### config.mk
export PLATFORM = sky130hd
export DESIGN_NAME = pe_horner
export DESIGN_NICKNAME = d
export VERILOG_FILES = /design/src/rtl/pe_pkg.sv /design/src/rtl/pe_coef_buf.sv /design/src/rtl/pe_horner.sv
export SDC_FILE = /design/constraint.sdc
export NUM_CORES = 1
export LEC_CHECK = 0
export BUFFER_PORTS_ARGS = -buffer_cell sky130_fd_sc_hd__clkbuf_2
export CAP_MARGIN = 25
export CORE_MARGIN = 1
export CORE_UTILIZATION = 50
export CTS_CLUSTER_DIAMETER = 60
export DETAILED_ROUTE_END_ITERATION = 12
export PLACE_DENSITY = 0.68
export SETUP_SLACK_MARGIN = 0.4
export SLEW_MARGIN = 10
export SYNTH_ARGS = -nofsm -noshare
export SYNTH_HDL_FRONTEND = slang
export SYNTH_SLANG_ARGS = --single-unit
### constraint.sdc
create_clock -name clk -period 13.9 [get_ports clk]
set_input_delay 1.39 -clock clk [delete_from_list [all_inputs] [get_ports clk]]
set_output_delay 1.39 -clock clk [all_outputs]
set_load 0.1 [all_outputs]
### src/rtl/pe_pkg.sv
// Shared types and constants for the pe_horner processing element:
// operating modes, sequencer states, Q-format width and saturation limits.
package pe_pkg;

    typedef enum logic [1:0] {
        MODE_GEMM = 2'b00,
        MODE_DIV  = 2'b01,
        MODE_EXP  = 2'b10,
        MODE_LOG  = 2'b11
    } pe_mode_e;

    typedef enum logic [1:0] {
        ST_IDLE,
        ST_LOAD,
        ST_EVAL,
        ST_DONE
    } pe_state_e;

    localparam int PE_DEF_INT_BW = 5;
    localparam int PE_DEF_FRA_BW = 5;

    // Operand width: sign bit plus integer and fraction bits.
    function automatic int pe_w(input int int_bw, input int fra_bw);
        return int_bw + fra_bw + 1;
    endfunction

    function automatic int pe_sat_max(input int w);
        return (1 << (w - 1)) - 1;
    endfunction

    function automatic int pe_sat_min(input int w);
        return -(1 << (w - 1));
    endfunction

    localparam int PE_DEF_W       = PE_DEF_INT_BW + PE_DEF_FRA_BW + 1;
    localparam int PE_DEF_SAT_MAX = (1 << (PE_DEF_W - 1)) - 1;
    localparam int PE_DEF_SAT_MIN = -(1 << (PE_DEF_W - 1));

endpackage

### src/rtl/pe_coef_buf.sv
// Polynomial coefficient register file for pe_horner: TERMS x W entries,
// one synchronous write port, one combinational read port, async clear on rst_n.
module pe_coef_buf
#(
    parameter  int TERMS = 6,
    parameter  int W     = 11,
    localparam int AW    = $clog2(TERMS)
) (
    input  logic                clk,
    input  logic                rst_n,
    input  logic                we_i,
    input  logic [AW-1:0]       waddr_i,
    input  logic signed [W-1:0] wdata_i,
    input  logic [AW-1:0]       raddr_i,
    output logic signed [W-1:0] rdata_o
);

    logic signed [W-1:0] mem_q [TERMS];

    always_ff @(posedge clk or negedge rst_n) begin
        if (!rst_n) begin
            for (int i = 0; i < TERMS; i++) mem_q[i] <= '0;
        end else if (we_i) begin
            mem_q[waddr_i] <= wdata_i;
        end
    end

    assign rdata_o = mem_q[raddr_i];

endmodule

### src/rtl/pe_horner.sv
// Systolic PE: GEMM multiply-accumulate plus a self-sequenced Horner polynomial
// evaluator. Define PE_HORNER_SAT_EN for saturating renormalisation and the sat_o flag.
module pe_horner
    import pe_pkg::*;
#(
    parameter int INT_BW = PE_DEF_INT_BW,
    parameter int FRA_BW = PE_DEF_FRA_BW,
    parameter int MUL_BW = 16,
    parameter int ACC_BW = 32,
    parameter int TERMS  = 6
) (
    input  logic              clk,
    input  logic              rst_n,
    input  logic [1:0]        mode_i,
    input  logic              start_i,
    input  logic              reuse_i,
    input  logic [MUL_BW-1:0] x_i,
    input  logic [MUL_BW-1:0] wc_i,
    input  logic              wc_vld_i,
    input  logic [ACC_BW-1:0] o_i,
    output logic [MUL_BW-1:0] x_o,
    output logic [MUL_BW-1:0] wc_o,
    output logic [ACC_BW-1:0] o_o,
    output logic              busy_o,
    output logic              done_o
`ifdef PE_HORNER_SAT_EN
    ,
    output logic              sat_o
`endif
);

    localparam int W  = pe_w(INT_BW, FRA_BW);
    localparam int AW = $clog2(TERMS);

    pe_state_e                state_q, state_d;
    logic [AW-1:0]            idx_q, idx_d;
    logic signed [W-1:0]      acc_q, acc_d;
    logic signed [W-1:0]      xarg_q, xarg_d;
    logic [ACC_BW-1:0]        o_q, o_d;
    logic [MUL_BW-1:0]        x_q, wc_q;

    logic signed [W-1:0]      xq, wq, xin, win, coef_rd;
    logic signed [ACC_BW-1:0] o_in, gemm_sum, sum;
    logic                     buf_we;
    logic [AW-1:0]            rd_addr;

`ifdef PE_HORNER_SAT_EN
    localparam logic signed [ACC_BW-1:0] LIM_HI = ACC_BW'(pe_sat_max(W));
    localparam logic signed [ACC_BW-1:0] LIM_LO = ACC_BW'(pe_sat_min(W));
    logic sat_q, sat_d;

    function automatic logic clamps(input logic signed [ACC_BW-1:0] v);
        logic signed [ACC_BW-1:0] s;
        s = v >>> FRA_BW;
        return (s > LIM_HI) || (s < LIM_LO);
    endfunction
`endif

    // Drop the product's extra fraction bits and bring the result back to W bits.
    function automatic logic signed [W-1:0] renorm(input logic signed [ACC_BW-1:0] v);
        logic signed [ACC_BW-1:0] s;
        s = v >>> FRA_BW;
`ifdef PE_HORNER_SAT_EN
        if (s > LIM_HI) return W'(pe_sat_max(W));
        if (s < LIM_LO) return W'(pe_sat_min(W));
`endif
        return s[W-1:0];
    endfunction

    assign xq   = x_q[MUL_BW-1 -: W];
    assign wq   = wc_q[MUL_BW-1 -: W];
    assign xin  = x_i[MUL_BW-1 -: W];
    assign win  = wc_i[MUL_BW-1 -: W];
    assign o_in = o_i;

    assign gemm_sum = ACC_BW'(wq) * ACC_BW'(xq) + o_in;
    assign sum      = ACC_BW'(acc_q) * ACC_BW'(xarg_q) + (ACC_BW'(coef_rd) <<< FRA_BW);

    pe_coef_buf #(
        .TERMS (TERMS),
        .W     (W)
    ) u_buf (
        .clk     (clk),
        .rst_n   (rst_n),
        .we_i    (buf_we),
        .waddr_i (AW'(TERMS - 1) - idx_q),
        .wdata_i (win),
        .raddr_i (rd_addr),
        .rdata_o (coef_rd)
    );

    always_comb begin
        state_d = state_q;
        idx_d   = idx_q;
        acc_d   = acc_q;
        xarg_d  = xarg_q;
        o_d     = o_q;
        buf_we  = 1'b0;
        rd_addr = idx_q;
`ifdef PE_HORNER_SAT_EN
        sat_d   = sat_q;
`endif
        unique case (state_q)
            ST_IDLE: begin
                rd_addr = AW'(TERMS - 1);
                if (pe_mode_e'(mode_i) == MODE_GEMM) begin
                    o_d = gemm_sum;
                end else if (start_i) begin
                    xarg_d = xin;
`ifdef PE_HORNER_SAT_EN
                    sat_d  = 1'b0;
`endif
                    if (reuse_i) begin
                        state_d = ST_EVAL;
                        acc_d   = coef_rd;
                        idx_d   = AW'(TERMS - 2);
                    end else begin
                        state_d = ST_LOAD;
                        idx_d   = '0;
                    end
                end
            end
            ST_LOAD: begin
                if (wc_vld_i) begin
                    buf_we = 1'b1;
                    if (idx_q == '0) acc_d = win;
                    if (idx_q == AW'(TERMS - 1)) begin
                        state_d = ST_EVAL;
                        idx_d   = AW'(TERMS - 2);
                    end else begin
                        idx_d = idx_q + AW'(1);
                    end
                end
            end
            ST_EVAL: begin
                acc_d = renorm(sum);
`ifdef PE_HORNER_SAT_EN
                sat_d = sat_q | clamps(sum);
`endif
                if (idx_q == '0) begin
                    o_d     = sum;
                    state_d = ST_DONE;
                end else begin
                    idx_d = idx_q - AW'(1);
                end
            end
            ST_DONE: state_d = ST_IDLE;
        endcase
    end

    always_ff @(posedge clk or negedge rst_n) begin
        if (!rst_n) begin
            state_q <= ST_IDLE;
            idx_q   <= '0;
            acc_q   <= '0;
            xarg_q  <= '0;
            o_q     <= '0;
            x_q     <= '0;
            wc_q    <= '0;
`ifdef PE_HORNER_SAT_EN
            sat_q   <= 1'b0;
`endif
        end else begin
            state_q <= state_d;
            idx_q   <= idx_d;
            acc_q   <= acc_d;
            xarg_q  <= xarg_d;
            o_q     <= o_d;
            x_q     <= x_i;
            wc_q    <= wc_i;
`ifdef PE_HORNER_SAT_EN
            sat_q   <= sat_d;
`endif
        end
    end

    assign x_o    = x_q;
    assign wc_o   = wc_q;
    assign o_o    = o_q;
    assign busy_o = (state_q != ST_IDLE);
    assign done_o = (state_q == ST_DONE);
`ifdef PE_HORNER_SAT_EN
    assign sat_o  = sat_q;
`endif

endmodule

==> run summary, run 1 <==
The run finished with clean final reports. The number of DRC markers after the initial detailed-route iteration is 833. The later-pin clock latency in the skew report came out at 0.46 ns. The number of hold violations in the final report came out at 0.

After synthesis, the share of flip-flops with an asynchronous set or reset is 100.0%. The clock transition at the register clock pins on the worst setup and hold paths after CTS is 0.07 ns. The routed via count divided by cell count is 5.385.

The via total after detailed routing came out at 13950. The worst register-to-register path begins at idx_q[0]. The number of standard-cell rows in the floorplan came out at 71. By startpoint and endpoint, the worst setup path is classified as reg2reg. The cell with the most instances after synthesis is inv_1. For this run, the leading register cell type out of synthesis is dfrtp_1.

The startpoint of the tightest hold check path is o_o[3]. The fraction of layout cells with a size suffix above 1 is 13.51%. Setup total negative slack on the finished layout was measured at 0 ns. The reg2reg setup slack came out at 6.69 ns. The capturing element type of the critical path is a register.

The number of flops mapped to enable cells by yosys came out at 0. The total number of clock tree sinks is 157. The number of buffers created by CTS is 17. The overall die height is 198.2 um. Setup violations remaining at the end of the flow were counted as 0. The first-pass GRT wire length is 76.66 mm. The net total in the final layout is 2592. The path with the worst hold slack has its endpoint at o_o[3]. The reg-to-reg critical path endpoint is o_o[31]. During I/O placement, the number of pins put on the boundary was 137. CTS placed an instance of clkbuf_16 at the clock tree root. The area share of the leading cell type in the synthesized netlist is 32.46%. Max-cap violations in this run came to 0.

After detailed routing, the number of remaining DRC violations is 0. The register bit count reported by yosys is 157. The area growth from synthesis to final layout is 9.070%. Summing the sequential cell areas from Yosys gives 20.42% of the chip area.

The top achievable clock speed came out at 138.8 MHz. Summed over all layers, the global routing overflow is 0. TritonCTS built the clock tree.

Counting along the longest clock path gives a buffer depth of 2. The path class of the tightest hold or removal check is reg2reg. Detailed placement finished with a half-perimeter wire length of 37.00 mm. Ranked by instance count, the synthesized netlist is headed by inv_1, fa_1, nand2_1, dfrtp_1, ha_1. The worst clock skew came out at 0.01578 ns.

The type of element launching the critical path is a register. The synthesized netlist net count came out at 2513. The critical path's largest stage delay came out at 0.74 ns.

The floorplan step defined a die boundary enclosing 0.03928 mm^2. The area of the placeable core is 0.03776 mm^2. The routed wire length came out at 46.14 mm.

The remaining number of nets flagged by the antenna check after routing is 0. The number of slew-limit violations in the final report is 0. The diode insertion count for antenna repair is 0. Gates resized during post-CTS repair numbered 0. The per-instance average area after synthesis came out at 9.680 um^2. The share of the clock period used by the worst path is 51.84%. The slowest stage of the critical path is the dfrtp_1 cell. The depth of the most critical reg-to-reg path came out at 25. The required arrival time at the worst endpoint came out at 14.24 ns. Data on the critical path arrives at its endpoint at 7.55 ns. The cell area that synthesis handed to floorplanning was 0.01924 mm^2. The instance count along the most critical hold path came out at 2. The number of global-route vias before repair came out at 14710.

The total global-route track usage came out at 25.40%. In this run the tightest slew margin relative to its limit is 34.01%. The initial standard-cell utilization of the core came out at 50.97%.

The number of H-tree branching levels is 4. The horizontal die dimension is 198.2 um. The cell type with the highest aggregate area in the netlist is fa_1.

The number of hold-repair buffers added at the cts stage is 0. Setup repair after global routing left no endpoint under its margin. In this run the worst path has a maximum fanout of 16. For the pin with the worst max-slew slack, the measured transition is 0.9862 ns. During synthesis, Yosys emitted a total of 0 warnings. The time the worst path needs with I/O delays and setup is 7.206 ns. The number of antenna violations at the first check in global routing is 0. The post-synthesis instance total is 1988.

Entering global routing, the biggest net connects 103 pins. The number of setup buffers added after CTS is 0. At the end of routability-driven placement, the weighted congestion stood at 0.9243. By area the synthesized netlist is led by fa_1, dfrtp_1, ha_1. The average detailed-routed wire length per instance came out at 17.81 um. The number of iterations in the first detailed-routing pass came out at 7. The netlist uses 64 different library cells. The number of input and output port buffers inserted is 136.
==> per-layer routing <==
layer	up-vias	global-route usage (%)	wire [um]
met5	-	0	0
met4	0	7.666	1092
li1	6302	-	-
met1	7092	34.96	20180
met2	490	41.33	21770
met3	68	3.986	3101
==> worst max path at each step <==
stage | from | endpoint | slack [ns]
global placement | idx_q[0] | o_o[27] | 7.04
detailed placement | idx_q[0] | o_o[31] | 6.83
finish | idx_q[0] | o_o[31] | 6.69
floorplan | state_q[0] | o_o[27] | 6.95
global route | idx_q[0] | o_o[22] | 6.33
CTS | idx_q[0] | o_o[31] | 6.79
==> area by class of cell <==
cell class	instances	area, um^2
Tap cell	511	639.4
Clock buffer	17	425.4
Timing Repair Buffer	143	767.0
Inverter	437	1640
Multi-Input combinational cell	1311	13370
Clock inverter	15	219.0
Fill cell	3348	16770
Sequential cell	157	3929
==> placed cells by master, fill, tap and decap left out, types with 6 or more instances in the layout <==
| cell | synthesis | routed |
|---|---|---|
| nand4_1 | 6 | 6 |
| or2_2 | 7 | 7 |
| xnor2_1 | 32 | 32 |
| fa_1 | 312 | 312 |
| a21oi_1 | 68 | 68 |
| o21bai_1 | 7 | 7 |
| o22ai_1 | 16 | 16 |
| o211ai_1 | 11 | 11 |
| nor2_1 | 64 | 64 |
| inv_1 | 435 | 435 |
| a21o_1 | 20 | 20 |
| mux2_2 | 87 | 87 |
| clkbuf_16 | 0 | 17 |
| nand2_1 | 202 | 202 |
| and2_1 | 96 | 96 |
| nor2b_1 | 8 | 8 |
| nand2b_1 | 16 | 16 |
| a31oi_1 | 9 | 9 |
| inv_8 | 0 | 7 |
| clkbuf_2 | 0 | 135 |
| a211oi_1 | 10 | 9 |
| o21a_1 | 10 | 10 |
| a211o_1 | 6 | 6 |
| nor3_1 | 14 | 14 |
| nand3_1 | 21 | 21 |
| dfrtp_1 | 157 | 157 |
| mux2i_1 | 22 | 22 |
| ha_1 | 142 | 141 |
| xor2_1 | 16 | 16 |
| o21ai_0 | 59 | 59 |
==> cell families (layout without fill, tap and decap cells) <==
family	Yosys count	in the layout	share of synthesized area, %
AND/OR/NAND/NOR	453	453	11.14
buffers and inverters	520	612	10.19
flip-flops	157	157	20.42
XOR/XNOR	49	49	2.269
AO/OA/AOI/OAI	246	246	8.056
adder cells (fa/ha/maj)	454	454	41.69
multiplexers	109	109	6.235
==> metrics by stage <==
stage | worst slack [ns] | hold slack, ns | cell area [um^2] | utilization [%] | cells
4_1_cts | 6.787 | 0.4894 | 20960 | 55.52 | 2590
5_1_grt | 6.327 | 0.5172 | 20990 | 55.59 | 2591
3_3_place_gp | 7.041 | 0.4648 | 20300 | 53.77 | 2557
6_report | 6.694 | 0.4881 | 20990 | 55.59 | 2591
2_1_floorplan | 6.949 | 0.4721 | 19240 | - | 1988
3_5_place_dp | 6.825 | 0.4742 | 20320 | 53.81 | 2558
==> registers in the layout, summed over array words and instances, names as in the netlist <==
name / flops
u_buf.mem_q: 66
xarg_q: 11
x_o: 16
idx_q: 3
state_q: 2
wc_o: 16
o_o: 32
acc_q: 11
==> critical path: cells and delay by family, from the launching register on <==
kind,cells,cell delay [ns]
AOI/OAI and AO/OA,6,1.16
xor gates and xnor gates,1,0.16
adders and majority gates,6,2.66
buffers and inverters,5,0.65
DFF,1,0.74
and+or+nand+nor,7,1.69
Power of run 1 is not shown: default switching activity piles up to over one toggle a cycle in this logic, so the estimate is an artifact.
==> run 2: changes to the inputs <==
Clock period 13.9 ns to 7.02 ns, I/O delays scaled along.
==> run summary, run 2 (same netlist as run 1, synthesis figures left out) <==
The number of antenna violations at the first check in global routing is 0 (unchanged). The top achievable clock speed came out at 157.4 MHz (was 138.8 MHz). The area growth from synthesis to final layout came to 9.785% (was 9.070%). The number of H-tree branching levels is 4 (unchanged). The diode insertion count for antenna repair came out at 0 (unchanged). The net total in the final layout came out at 2607 (was 2592). The later-pin clock latency in the skew report is 0.44 ns (was 0.46 ns). The horizontal die dimension was 198.2 um (unchanged). The reg2reg setup slack is 0.67 ns (was 6.69 ns).

The total buffers and inverters traversed by the critical path was 6 (was 5). Outcome: complete, no violations (unchanged). The number of global-route vias before repair came out at 14510 (was 14710).

The DRC violation count after routing came out at 0 (unchanged). The via total after detailed routing was 14020 (was 13950). The number of iterations in the first detailed-routing pass came out at 5 (was 7). The routed wire length was 46.98 mm (was 46.14 mm). The overall die height is 198.2 um (unchanged).

The total die area came out at 0.03928 mm^2 (unchanged). The relative slew slack is 37.31% (was 34.01%). The worst clock skew came out at 0.01358 ns (was 0.01578 ns). The launching instance or port of the critical path is state_q[1] (was idx_q[0]).

The routed via count divided by cell count came out at 5.378 (was 5.385). The number of DRC markers after the initial detailed-route iteration came to 831 (was 833). The number of fillers in the final layout is 3356 (was 3348).

The sequential cell area is 0.003930 mm^2 (was 0.003929 mm^2). The area of the placeable core came out at 0.03776 mm^2 (unchanged). The maximum clock path buffer count came to 2 (unchanged).

The HPWL after detailed placement came to 37.77 mm (was 37.00 mm). The number of standard-cell rows in the floorplan is 71 (unchanged). The register with the most flip-flops is u_buf.mem_q (unchanged). The reg-to-reg critical path endpoint is o_o[31] (unchanged). The clock tree from TritonCTS is built (unchanged). The final estimated routing congestion in global placement came to 0.9247 (was 0.9243). The type of the setup path with the least slack is reg2reg (unchanged). The most frequent standard cell in the layout excluding fill and tap cells is inv_1 (unchanged). The total number of clock tree sinks was 157 (unchanged).

The post-placement setup slack came out at 0.2880 ns (was 6.825 ns). The critical path's largest stage delay came out at 0.54 ns (was 0.74 ns). Setup repair after global routing missed its margin: no (unchanged). The share of the clock period used by the worst path is 90.51% (was 51.84%). The type of element launching the critical path is a register (unchanged).

The final setup TNS is 0 ns (unchanged). The kind of cell adding the most delay to the critical path is adder cells (unchanged). The number of hold violations in the final report is 0 (unchanged). The number of slew-limit violations in the final report is 0 (unchanged). The first-pass GRT wire length is 77.41 mm (was 76.66 mm). The worst hold slack is 0.3333 ns (was 0.4881 ns). The maximum fanout encountered on the critical timing path is 13 (was 16). The arrival time at the worst endpoint is 6.68 ns (was 7.55 ns).

The number of flip-flops under the largest register name came out at 66 (unchanged). The final worst setup slack came to 0.6663 ns (was 6.694 ns). The average detailed-routed wire length per instance came out at 18.03 um (was 17.81 um). The number of input and output port buffers inserted was 136 (unchanged). The total congestion overflow after global routing is 0 (unchanged).

The library cell used as clock root buffer is clkbuf_16 (unchanged). The pin count of the biggest net entering global routing came out at 95 (was 103). The number of top-level pins is 137 (unchanged).

The count of max-cap constraint violations was 0 (unchanged). The clock transition at the register clock pins on the worst setup and hold paths after CTS is 0.07 ns (about the same). The remaining number of nets flagged by the antenna check after routing is 0 (unchanged). The depth of the most critical reg-to-reg path was 27 (was 25).

The transition time at the pin with the least slew margin came out at 0.9369 ns (was 0.9862 ns). The initial standard-cell utilization of the core came out at 50.97% (unchanged). The number of buffers created by CTS is 17 (unchanged). The capturing element type of the critical path was a register (unchanged).

The cell at the slowest stage of the critical path is or4_4 (was dfrtp_1). The multi-input combinational cell area is 0.01345 mm^2 (was 0.01337 mm^2). The total setup violations reported at the end of the flow is 0 (unchanged). The fraction of layout cells with a size suffix above 1 is 14.80% (was 13.51%). The required arrival time at the worst endpoint is 7.35 ns (was 14.24 ns). The total global-route track usage is 25.74% (was 25.40%). The number of hold-repair buffers added at the cts stage was 0 (unchanged). The class of the tightest hold or removal check is in2async (was reg2reg).

The start of the worst register-to-register path is state_q[1] (was idx_q[0]). Commonest cells after routing, fill and taps aside: inv_1, fa_1, nand2_1 (unchanged). The time the worst path needs with I/O delays and setup is 6.354 ns (was 7.206 ns).
[run 2: cell types whose count changed in the layout (fill, tap and decap cells not counted), moves of 2 or more]
cell | before | now
buf_4 | 5 | 22
bufinv_16 | 3 | 0
clkinv_8 | 1 | 5
ha_1 | 141 | 139
ha_4 | 0 | 2
inv_8 | 7 | 4
nor2_1 | 64 | 62
o22ai_1 | 16 | 10
o22ai_2 | 0 | 6
[run 2: how the worst max path moves through the flow]
| stage | slack (ns) | cells after the start | endpoint |
|---|---|---|---|
| floorplan | 0.42 | 29 | o_o[27] |
| global placement | 0.38 | 25 | o_o[31] |
| detailed placement | 0.29 | 27 | o_o[27] |
| CTS | 0.42 | 25 | o_o[27] |
| global route | 0.41 | 19 | o_o[31] |
| finish | 0.67 | 27 | o_o[31] |
[run 2: area by class of cell]
| class | instances | share of cell area [%] |
|---|---|---|
| clock inverters | 15 | 0.8765 |
| multi-input cells | 1311 | 63.67 |
| inverters | 437 | 7.782 |
| clock buffers | 17 | 2.014 |
| flip-flops and latches | 157 | 18.60 |
| well taps | 511 | 3.026 |
| repair buffers | 158 | 4.033 |
[run 2: worst register-to-register path, delay by kind of cell, from the launching register on]
kind / cells / cell delay, ns
AOI/OAI and AO/OA: 6 / 1.01
xor gates and xnor gates: 1 / 0.16
adders and majority gates: 7 / 3.02
buffers and inverters: 6 / 0.42
DFF: 1 / 0.37
and+or+nand+nor: 7 / 1.26
[run 2: metal layers]
metal  vias up  global-route usage [%]  wire, um
met2       462                   42.12     22360
met1      7146                   35.29     20440
li1       6337                       -         -
met5         -                       0         0
met3        70                   4.582      3036
met4         0                   6.776      1142
[run 2: stage by stage]
stage / instance area, um^2 / util, % / instances
2_1_floorplan: 19250 / - / 1988
3_3_place_gp: 20420 / 54.09 / 2572
3_5_place_dp: 20420 / 54.09 / 2572
4_1_cts: 21040 / 55.72 / 2604
5_1_grt: 21130 / 55.96 / 2606
6_report: 21130 / 55.96 / 2606
[run 2: repair_timing]
item                       CTS  global route
pin swaps                    0             2
setup endpoints to repair   10            24
resized for setup            1            14
setup buffers                0             2
Power of run 2 is left out for the same reason.
==> run 3: changes to the inputs <==
--- a/config.mk
+++ b/config.mk
@@ -11,2 +11,3 @@
 export CORE_UTILIZATION = 50
+export CTS_BUF_LIST = sky130_fd_sc_hd__clkbuf_4 sky130_fd_sc_hd__clkbuf_8
 export CTS_CLUSTER_DIAMETER = 60
==> constraint.sdc (replaced) <==
create_clock -name clk -period 7.02 [get_ports clk]
set_input_delay 1.404 -clock clk [delete_from_list [all_inputs] [get_ports clk]]
set_output_delay 1.404 -clock clk [all_outputs]
set_load 0.1 [all_outputs]
==> run summary, run 3 (same netlist as run 1, synthesis figures left out) <==
The transition time at the pin with the least slew margin is 1.007 ns (was 0.9369 ns). The number of top-level pins came out at 137 (unchanged). The number of global-route vias before repair is 14350 (was 14510). The horizontal die dimension came out at 198.2 um (unchanged). The end of the critical path was o_o[31] (unchanged). The first-pass GRT wire length came out at 75.79 mm (was 77.41 mm).

The clock transition at the register clock pins on the worst setup and hold paths after CTS came out at 0.11 ns (was 0.07 ns). The most frequent standard cell in the layout excluding fill and tap cells is inv_1 (unchanged). Setup repair after global routing missed its margin: no (unchanged).

The count of max-cap constraint violations is 0 (unchanged). The post-route core utilization came out at 55.71% (was 55.96%). The type of element launching the critical path was a register (unchanged). The net total in the final layout came to 2607 (unchanged). The launching instance or port of the critical path is state_q[0] (was state_q[1]). The relative slew slack came out at 32.60% (was 37.31%).

The number of DRC markers after the initial detailed-route iteration is 813 (was 831). The register with the most flip-flops was u_buf.mem_q (unchanged). The type of the setup path with the least slack was reg2reg (unchanged).

The number of buffers created by CTS is 17 (unchanged). The maximum clock path buffer count is 2 (unchanged). The clock tree from TritonCTS is built (unchanged). The area growth from synthesis to final layout is 9.304% (was 9.785%). The number of standard-cell rows in the floorplan is 71 (unchanged). The number of hold violations in the final report is 0 (unchanged).

The top achievable clock speed was 155.5 MHz (was 157.4 MHz). The maximum fanout encountered on the critical timing path came out at 13 (unchanged). The required arrival time at the worst endpoint came out at 7.41 ns (was 7.35 ns). The met1 usage in global routing is 33.63% (was 35.29%). The number of fillers in the final layout came out at 3379 (was 3356). The later-pin clock latency in the skew report came to 0.49 ns (was 0.44 ns). The routed via count divided by cell count came out at 5.347 (was 5.378). The number of slew-limit violations in the final report was 0 (unchanged). The arrival time at the worst endpoint came out at 6.82 ns (was 6.68 ns). The share of the clock period used by the worst path is 91.62% (was 90.51%).

The class of the tightest hold or removal check is reg2reg (was in2async). The capturing element type of the critical path is a register (unchanged). The remaining number of nets flagged by the antenna check after routing is 0 (unchanged).

The routed wire length is 46.41 mm (was 46.98 mm). The number of antenna violations at the first check in global routing is 0 (unchanged). The final estimated routing congestion in global placement is 0.9217 (was 0.9247). The number of hold-repair buffers added at the cts stage came out at 0 (unchanged). The number of flip-flops under the largest register name came to 66 (unchanged). The number of iterations in the first detailed-routing pass came out at 5 (unchanged). The HPWL after detailed placement is 37.43 mm (was 37.77 mm).

The time the worst path needs with I/O delays and setup is 6.432 ns (was 6.354 ns). The DRC violation count after routing is 0 (unchanged). Outcome: complete, no violations (unchanged). The instance count after placement with tap cells included is 2570 (was 2572). The reg2reg setup slack came to 0.59 ns (was 0.67 ns). The most congested layer reported by global routing is met2 (unchanged). The average detailed-routed wire length per instance was 17.81 um (was 18.03 um).

The depth of the most critical reg-to-reg path was 26 (was 27). The fraction of layout cells with a size suffix above 1 is 15.04% (was 14.80%). The start of the worst register-to-register path is state_q[0] (was state_q[1]). The total setup violations reported at the end of the flow is 0 (unchanged). The total congestion overflow after global routing came out at 0 (unchanged). The final setup TNS came out at 0 ns (unchanged). The library cell used as clock root buffer is clkbuf_8 (was clkbuf_16).

The area of the placeable core was 0.03776 mm^2 (unchanged). The met3 usage came out at 5.314% (was 4.582%). The diode insertion count for antenna repair came to 0 (unchanged).

The number of H-tree branching levels came out at 4 (unchanged). The via total after detailed routing was 13940 (was 14020). The global-route met2 utilization is 42.22% (was 42.12%). The pin count of the biggest net entering global routing came out at 82 (was 95). The number of input and output port buffers inserted is 136 (unchanged).

The total global-route track usage is 25.29% (was 25.74%). The number of standard cells in the final layout excluding fillers is 2606 (unchanged). Commonest cells after routing, fill and taps aside: inv_1, fa_1, nand2_1 (unchanged). The total die area came out at 0.03928 mm^2 (unchanged). The overall die height is 198.2 um (unchanged). The total number of clock tree sinks came out at 157 (unchanged).

The worst clock skew was 0.02505 ns (was 0.01358 ns). The reg-to-reg critical path endpoint is o_o[31] (unchanged). The initial standard-cell utilization of the core is 50.97% (unchanged).
## run 3: cell count changes in the layout (fill, tap and decap cells not counted), sizes merged
cell	change
bufinv	+4
inv	-1
clkinv	-3
## run 3: layer usage
| metal | vias up | share of wire (%) |
|---|---|---|
| met5 | - | 0 |
| met4 | 0 | 1.9 |
| met3 | 57 | 6.6 |
| met2 | 422 | 48 |
| met1 | 7114 | 43 |
| li1 | 6342 | - |
## run 3: repair_timing
item / in CTS / in global routing
buffers inserted: 0 / 3
resized for setup: 5 / 18
pin swaps: 0 / 2
setup endpoints to repair: 9 / 22
## run 3: worst min path at each step
stage                      endpoint       startpoint  cells past startpoint  slack, ns
floorplan           u_buf.mem_q[55]  u_buf.mem_q[55]                      1       0.47
global placement             o_o[3]           o_o[3]                      2       0.46
detailed placement           o_o[0]           o_o[0]                      2       0.48
CTS                          o_o[0]           o_o[0]                      2       0.50
global route                 o_o[1]           o_o[1]                      2       0.52
finish                       o_o[0]           o_o[0]                      2       0.50
## run 3: critical path: stages (launching register included)
cell	delay, ns
dfrtp_1	0.43
inv_1	0.11
ha_2	0.23
buf_6	0.17
clkinvlp_4	0.15
nand2_8	0.13
nand2_1	0.09
a21oi_1	0.15
a21oi_1	0.08
o22ai_2	0.31
fa_1	0.46
ha_1	0.32
fa_1	0.51
inv_1	0.05
fa_1	0.49
fa_1	0.49
inv_1	0.05
ha_1	0.36
a211oi_2	0.12
or4_4	0.51
a31o_2	0.26
nor2_4	0.15
o31ai_4	0.10
xnor2_2	0.15
nand2_2	0.18
nand2_1	0.11
o22a_1	0.20
## run 3: cell type report
type | instances | area (um^2) | share of cell area (%)
timing repair buffer | 158 | 868.3 | 4.128
sequential | 157 | 3929 | 18.68
multi-input combinational | 1311 | 13470 | 64.06
clock inverter | 15 | 245.2 | 1.166
clock buffer | 17 | 234.0 | 1.112
tap | 511 | 639.4 | 3.040
inverter | 437 | 1644 | 7.816
## run 3: stage by stage
step | cell area (um^2) | setup WS (ns) | hold slack (ns)
final | 21030 | 0.5883 | 0.4955
after floorplan | 19250 | 0.4249 | 0.4721
after global placement | 20410 | 0.4910 | 0.4616
after detailed placement | 20410 | 0.3647 | 0.4772
after CTS | 20910 | 0.4006 | 0.4980
after global routing | 21030 | 0.3862 | 0.5191
Power of run 3 is left out for the same reason.
